**src/rtl/slice_subtractor_pkg.sv**
```systemverilog
// slice_subtractor_pkg
//   Shared definitions for the slice-serial subtractor: the FSM state type
//   and the width of one subtraction slice.
package slice_subtractor_pkg;

  typedef enum logic [1:0] {
    IDLE = 2'd0,
    BUSY = 2'd1,
    DONE = 2'd2
  } state_t;

  localparam int unsigned SLICE_W = 4;

endpackage

```
**src/rtl/slice_subtractor_sub4.sv**
```systemverilog
// bla_sub4
//   Combinational 4-bit subtract slice with borrow lookahead: d = x - y - bi.
//   Every internal borrow is formed directly from generate/propagate terms,
//   so nothing ripples bit-to-bit through the slice.
// Ports:
//   x  [3:0] in   minuend slice
//   y  [3:0] in   subtrahend slice
//   bi       in   borrow into bit 0
//   d  [3:0] out  difference slice
//   bo       out  borrow out of bit 3
module bla_sub4 (
  input  logic [3:0] x,
  input  logic [3:0] y,
  input  logic       bi,
  output logic [3:0] d,
  output logic       bo
);

  logic [3:0] g;
  logic [3:0] p;
  logic       c1, c2, c3;

  // Bit i borrows when x_i=0, y_i=1; it passes an incoming borrow when x_i==y_i.
  assign g = ~x & y;
  assign p = ~(x ^ y);

  assign c1 = g[0] | (p[0] & bi);
  assign c2 = g[1] | (p[1] & g[0]) | (p[1] & p[0] & bi);
  assign c3 = g[2] | (p[2] & g[1]) | (p[2] & p[1] & g[0])
            | (p[2] & p[1] & p[0] & bi);
  assign bo = g[3] | (p[3] & g[2]) | (p[3] & p[2] & g[1])
            | (p[3] & p[2] & p[1] & g[0]) | (p[3] & p[2] & p[1] & p[0] & bi);

  assign d = x ^ y ^ {c3, c2, c1, bi};

endmodule

```
**src/rtl/slice_subtractor.sv**
```systemverilog
// slice_subtractor
//   Slice-serial unsigned subtractor: diff = a - b - bin (mod 2^WIDTH),
//   bout = borrow-out. Operands are captured in IDLE, one 4-bit slice is
//   processed per BUSY cycle (LSB first), and the result is held in DONE until
//   out_ready. Result latency from the accept edge is WIDTH/4 cycles.
// Configuration macro:
//   SLICE_SUBTRACTOR_OVF_EN  adds output ovf (two's-complement overflow).
// Ports:
//   clk        in   clock, rising edge
//   rst        in   asynchronous active-high reset
//   in_valid   in   operand set presented
//   in_ready   out  operand set accepted this cycle (IDLE only)
//   a, b [W]   in   minuend, subtrahend (unsigned)
//   bin        in   borrow-in
//   out_valid  out  result valid (DONE only)
//   out_ready  in   consumer takes the result
//   diff [W]   out  difference
//   bout       out  borrow-out
//   ovf        out  signed overflow (only with SLICE_SUBTRACTOR_OVF_EN)
module slice_subtractor
  import slice_subtractor_pkg::*;
#(
  parameter int unsigned WIDTH = 16
) (
  input  logic             clk,
  input  logic             rst,
  input  logic             in_valid,
  output logic             in_ready,
  input  logic [WIDTH-1:0] a,
  input  logic [WIDTH-1:0] b,
  input  logic             bin,
  output logic             out_valid,
  input  logic             out_ready,
  output logic [WIDTH-1:0] diff,
  output logic             bout
`ifdef SLICE_SUBTRACTOR_OVF_EN
  ,
  output logic             ovf
`endif
);

  localparam int unsigned NSLICE = WIDTH / SLICE_W;
  localparam int unsigned IDX_W  = (NSLICE > 1) ? $clog2(NSLICE) : 1;

  state_t             state, state_nxt;
  logic [WIDTH-1:0]   a_q, b_q, diff_q;
  logic               borrow_q, bout_q;
  logic [IDX_W-1:0]   idx;
  logic [SLICE_W-1:0] x_s, y_s, d_s;
  logic               bo_s;
  logic               last;
  logic               accept;

  assign x_s    = a_q[idx*SLICE_W +: SLICE_W];
  assign y_s    = b_q[idx*SLICE_W +: SLICE_W];
  assign last   = (idx == IDX_W'(NSLICE - 1));
  assign accept = (state == IDLE) && in_valid;

  // Single slice instance, time-shared across BUSY cycles via idx.
  bla_sub4 u_slice (
    .x  (x_s),
    .y  (y_s),
    .bi (borrow_q),
    .d  (d_s),
    .bo (bo_s)
  );

  always_ff @(posedge clk or posedge rst) begin
    if (rst) state <= IDLE;
    else     state <= state_nxt;
  end

  always_comb begin
    state_nxt = state;
    in_ready  = 1'b0;
    out_valid = 1'b0;
    case (state)
      IDLE: begin
        in_ready = 1'b1;
        if (in_valid) state_nxt = BUSY;
      end
      BUSY: begin
        if (last) state_nxt = DONE;
      end
      DONE: begin
        out_valid = 1'b1;
        if (out_ready) state_nxt = IDLE;
      end
      default: state_nxt = IDLE;
    endcase
  end

  always_ff @(posedge clk or posedge rst) begin
    if (rst) begin
      a_q      <= '0;
      b_q      <= '0;
      borrow_q <= 1'b0;
      idx      <= '0;
      diff_q   <= '0;
      bout_q   <= 1'b0;
    end else if (accept) begin
      a_q      <= a;
      b_q      <= b;
      borrow_q <= bin;
      idx      <= '0;
    end else if (state == BUSY) begin
      diff_q[idx*SLICE_W +: SLICE_W] <= d_s;
      borrow_q <= bo_s;
      idx      <= idx + 1'b1;
      if (last) bout_q <= bo_s;
    end
  end

  assign diff = diff_q;
  assign bout = bout_q;

`ifdef SLICE_SUBTRACTOR_OVF_EN
  logic ovf_q;

  // The top slice's d_s[3] is the sign of diff, available on the last BUSY cycle.
  always_ff @(posedge clk or posedge rst) begin
    if (rst)                        ovf_q <= 1'b0;
    else if (state == BUSY && last) ovf_q <= (a_q[WIDTH-1] ^ b_q[WIDTH-1])
                                           & (d_s[SLICE_W-1] ^ a_q[WIDTH-1]);
  end

  assign ovf = ovf_q;
`endif

endmodule

```
**config.mk**
```make
export PLATFORM = sky130hd
export DESIGN_NAME = slice_subtractor
export DESIGN_NICKNAME = d
export VERILOG_FILES = /design/src/rtl/slice_subtractor_pkg.sv /design/src/rtl/slice_subtractor_sub4.sv /design/src/rtl/slice_subtractor.sv
export SDC_FILE = /design/constraint.sdc
export NUM_CORES = 1
export LEC_CHECK = 0
export CAP_MARGIN = 5
export CORE_MARGIN = 2
export CORE_UTILIZATION = 51
export DETAILED_ROUTE_END_ITERATION = 7
export PLACE_DENSITY = 0.84
export SLEW_MARGIN = 0
export SYNTH_ARGS = -nofsm -noshare
export SYNTH_HDL_FRONTEND = slang
export SYNTH_HIERARCHICAL = 1
export SYNTH_SLANG_ARGS = --single-unit
```
**constraint.sdc**
```tcl
create_clock -name clk -period 3.2 [get_ports clk]
set_input_delay 0.48 -clock clk [delete_from_list [all_inputs] [get_ports clk]]
set_output_delay 0.48 -clock clk [all_outputs]
set_load 0.05 [all_outputs]
```
==> summary.txt <==
================================================================================
Yosys synthesis warning count .....................................            6
Final TNS setup ...................................................         0 ns
Crit path time final ..............................................      2.67 ns
Switching power share of the total ................................        41.7%
Total count of hold-check failures in the final report ............            0
Number of levels in the clock H-tree ..............................            2
Num rows ..........................................................           26
Horizontal die dimension .......................................... 76.7 microns
Clock Tree Buf Depth ..............................................            2
Synth-to-layout area growth .......................................        28.4%
Switching power ...................................................      1.72 mW
RSZ-0062 raised after global routing ..............................        false
Final worst slack .................................................     0.533 ns
Setup-failing EPs final ...........................................            0
IO Pins ...........................................................           56
DP HPWL ........................................................... 3880 microns
Placeable Area ....................................................   5110 sq um
Clock tree root buffer cell ....................................... sky130_fd_sc_hd__clkbuf_8
Detailed-route DRC error count ....................................            0
Endpoint of the most critical register-to-register path ...........      diff[7]
Internal cell power ...............................................      2.41 mW
Max IR drop VDD ...................................................   0.000564 V
Antenna viol nets, final ..........................................            0
Post-detailed-route wirelength per cell ........................... 16.3 microns
Fraction of final layout cells sized beyond drive strength 1 ......        24.0%
Classification of the worst setup path ............................   reg -> reg
Arr. time, crit path ..............................................      2.87 ns
Utilization after layout ..........................................        67.7%
Via count .........................................................         1799
Capturing element of the worst setup path .........................      diff[7]
Pin count of the biggest net entering global routing ..............           33
Number of slew-limit violations in the final report ...............            0
Number of enable flip-flop cells after synthesis ..................            0
Violation count after the first detailed-route iteration ..........          136
Share of async-settable or async-resettable flops after synthesis .         100%
Area of the die ...................................................   5880 sq um
Clock tree sinks ..................................................           54
Max cap viols .....................................................            0
Vertical extent of the die ........................................ 76.7 microns
Last weighted congestion value of the routability-driven placer ...        0.863
Count of mapped cells out of synthesis ............................          197
Pin slew with the least headroom to its limit .....................     0.550 ns
Portion of total power attributed to sequential cells .............        29.6%
PortBufs ..........................................................           55
GRT Residual Overflow .............................................            0
Global-route wire length before repair ............................ 9380 microns
Number of buffers added to fix hold violations after cts ..........            0
Post-cts resize count .............................................            0
Dominant register cell in the synthesized netlist ................. sky130_fd_sc_hd__dfrtp_1
Diode count .......................................................            0
Final hold slack ..................................................     0.498 ns
Element type at the critical path start ...........................         flop
Clock network fraction of total power .............................        13.4%
Combinational share of power ......................................        57.0%
Fraction of the cycle the final worst path needs ..................        83.3%
FF-to-FF setup slack ..............................................      0.53 ns
Seq/Total Area, Yosys .............................................        50.2%
Setup slack after placement .......................................     0.516 ns
Netlist area before placement .....................................   2690 sq um
Number of buffers created by CTS ..................................            5
Number of buffers added for setup after CTS .......................            0
Drt first pass iters ..............................................            5
Leakage component of the power ....................................      1.49 nW
Status ............................................................ finished, final reports clean
Via count of the first global-routing pass ........................         1945
R2r worst-path depth ..............................................            7
Startpoint of the lowest-slack register-to-register path ..........       idx[0]
Skew-Pair Late Insertion Delay ....................................      0.31 ns
Initial antenna violation count ...................................            0
Worst Setup End Kind ..............................................         flop
FMAX ..............................................................    0.375 GHz
Wirelength, routed ................................................ 5290 microns
Final worst clock skew ............................................   0.00948 ns
Yosys reg bits ....................................................           54
TritonCTS clock tree ..............................................          yes
Initial Util ......................................................        52.7%
Number of distinct library cells after synthesis ..................           39
Aggregate global-route resource usage .............................        20.0%
Power Total .......................................................      4.13 mW
Power per Cell Area ............................................... 1190 nW/um^2
Crit path from ....................................................       idx[0]
Worst-path fanout max .............................................            8
Clock transition at path regs .....................................      0.09 ns
Post-synth net total ..............................................          245
Avg Vias per Cell .................................................         5.55
Avg Cell Area, Syn ................................................   13.7 sq um
Worst Hold Class ..................................................   reg -> reg
Data required time of the critical path ...........................      3.40 ns
Max_slew headroom .................................................        63.3%
Number of nets in the layout ......................................          301
================================================================================
==> cell families after synthesis <==
| family | Yosys count | synth area share, % |
|---|---|---|
| adder cells (fa/ha/maj) | 11 | 5.39 |
| buffers and inverters | 25 | 4.00 |
| AND/OR/NAND/NOR | 34 | 9.25 |
| flip-flops | 54 | 50.2 |
| AO/OA/AOI/OAI | 26 | 7.81 |
| XOR/XNOR | 2 | 0.651 |
| multiplexers | 45 | 22.7 |
==> layout make-up <==
type / count / area, sq um
inverter: 15 / 56.3
timing repair buffer: 59 / 581
multi-input combinational: 118 / 1240
fill: 399 / 1650
clock buffer: 6 / 82.6
tap: 70 / 87.6
clock inverter: 2 / 60.1
sequential: 54 / 1350
==> state kept, by name (all words and copies together), names as in the netlist <==
signal / flops
idx: 2
a_q: 16
bout: 1
diff: 16
state: 2
b_q: 16
borrow_q: 1
==> worst max-delay path: stages (launching register included) <==
cell	delay [ns]
sky130_fd_sc_hd__dfrtp_1	0.58
sky130_fd_sc_hd__mux4_1	0.66
sky130_fd_sc_hd__ha_1	0.34
sky130_fd_sc_hd__a21oi_1	0.20
sky130_fd_sc_hd__nor2_1	0.09
sky130_fd_sc_hd__nand3b_1	0.22
sky130_fd_sc_hd__and4b_1	0.22
sky130_fd_sc_hd__mux2_2	0.25
==> how the worst min path moves through the flow <==
stage               slack, ns      from  cells past startpoint        to
floorplan                0.47    a_q[5]                      1    a_q[5]
global placement         0.48  diff[13]                      1  diff[13]
detailed placement       0.48   diff[0]                      1   diff[0]
CTS                      0.50   diff[0]                      1   diff[0]
global route             0.53    a_q[6]                      1    a_q[6]
finish                   0.50   diff[0]                      1   diff[0]
==> cells in the mapped netlist, drive strengths merged (6+ instances only) <==
master,n,area [sq um]
ha,10,125
mux4,8,195
buf,6,36.3
inv,15,56.3
dfrtp,54,1350
mux2,37,417
==> power by group through the flow <==
| stage | clock, mW | sequential, mW | combinational [mW] |
|---|---|---|---|
| 2_1_floorplan | 0 | 1.34 | 1.60 |
| 3_3_place_gp | 0 | 1.23 | 2.27 |
| 3_5_place_dp | 0 | 1.24 | 2.34 |
| 4_1_cts | 0.567 | 1.23 | 2.35 |
| 5_1_grt | 0.595 | 1.27 | 2.54 |
| 6_report | 0.552 | 1.22 | 2.35 |
==> metal layers <==
metal  global-route usage [%]  vias to the layer above  part of all wire (%)
li1                         -                      835                     -
met1                     27.4                      904                    46
met2                     31.2                       52                    48
met3                     5.29                        8                   4.3
met4                     6.55                        0                   1.2
met5                        0                        -                     0
==> layout by cell type, fill, tap and decap left out, types with 2 or more instances in the layout <==
master / n
sky130_fd_sc_hd__a21o_1: 2
sky130_fd_sc_hd__a21oi_1: 3
sky130_fd_sc_hd__a32o_1: 4
sky130_fd_sc_hd__and2_1: 4
sky130_fd_sc_hd__and3b_1: 2
sky130_fd_sc_hd__and4b_1: 4
sky130_fd_sc_hd__buf_4: 4
sky130_fd_sc_hd__bufinv_16: 2
sky130_fd_sc_hd__clkbuf_8: 6
sky130_fd_sc_hd__clkdlybuf4s50_1: 55
sky130_fd_sc_hd__dfrtp_1: 54
sky130_fd_sc_hd__ha_1: 10
sky130_fd_sc_hd__inv_1: 14
sky130_fd_sc_hd__mux2_2: 37
sky130_fd_sc_hd__mux4_1: 4
sky130_fd_sc_hd__mux4_2: 4
sky130_fd_sc_hd__nand2_1: 4
sky130_fd_sc_hd__nand2b_1: 2
sky130_fd_sc_hd__nand3b_1: 3
sky130_fd_sc_hd__nand4b_1: 4
sky130_fd_sc_hd__nor2_1: 2
sky130_fd_sc_hd__nor3_1: 2
sky130_fd_sc_hd__o21ai_0: 3
sky130_fd_sc_hd__o2bb2ai_1: 4
sky130_fd_sc_hd__o32ai_1: 4
sky130_fd_sc_hd__xor2_1: 2
==> metrics by stage <==
step,area [sq um],instances
detailed placement,3320,316
global placement,3320,316
floorplan,2690,197
global route,3460,324
finish,3460,324
CTS,3460,324
(Power assumes the default switching activity.)
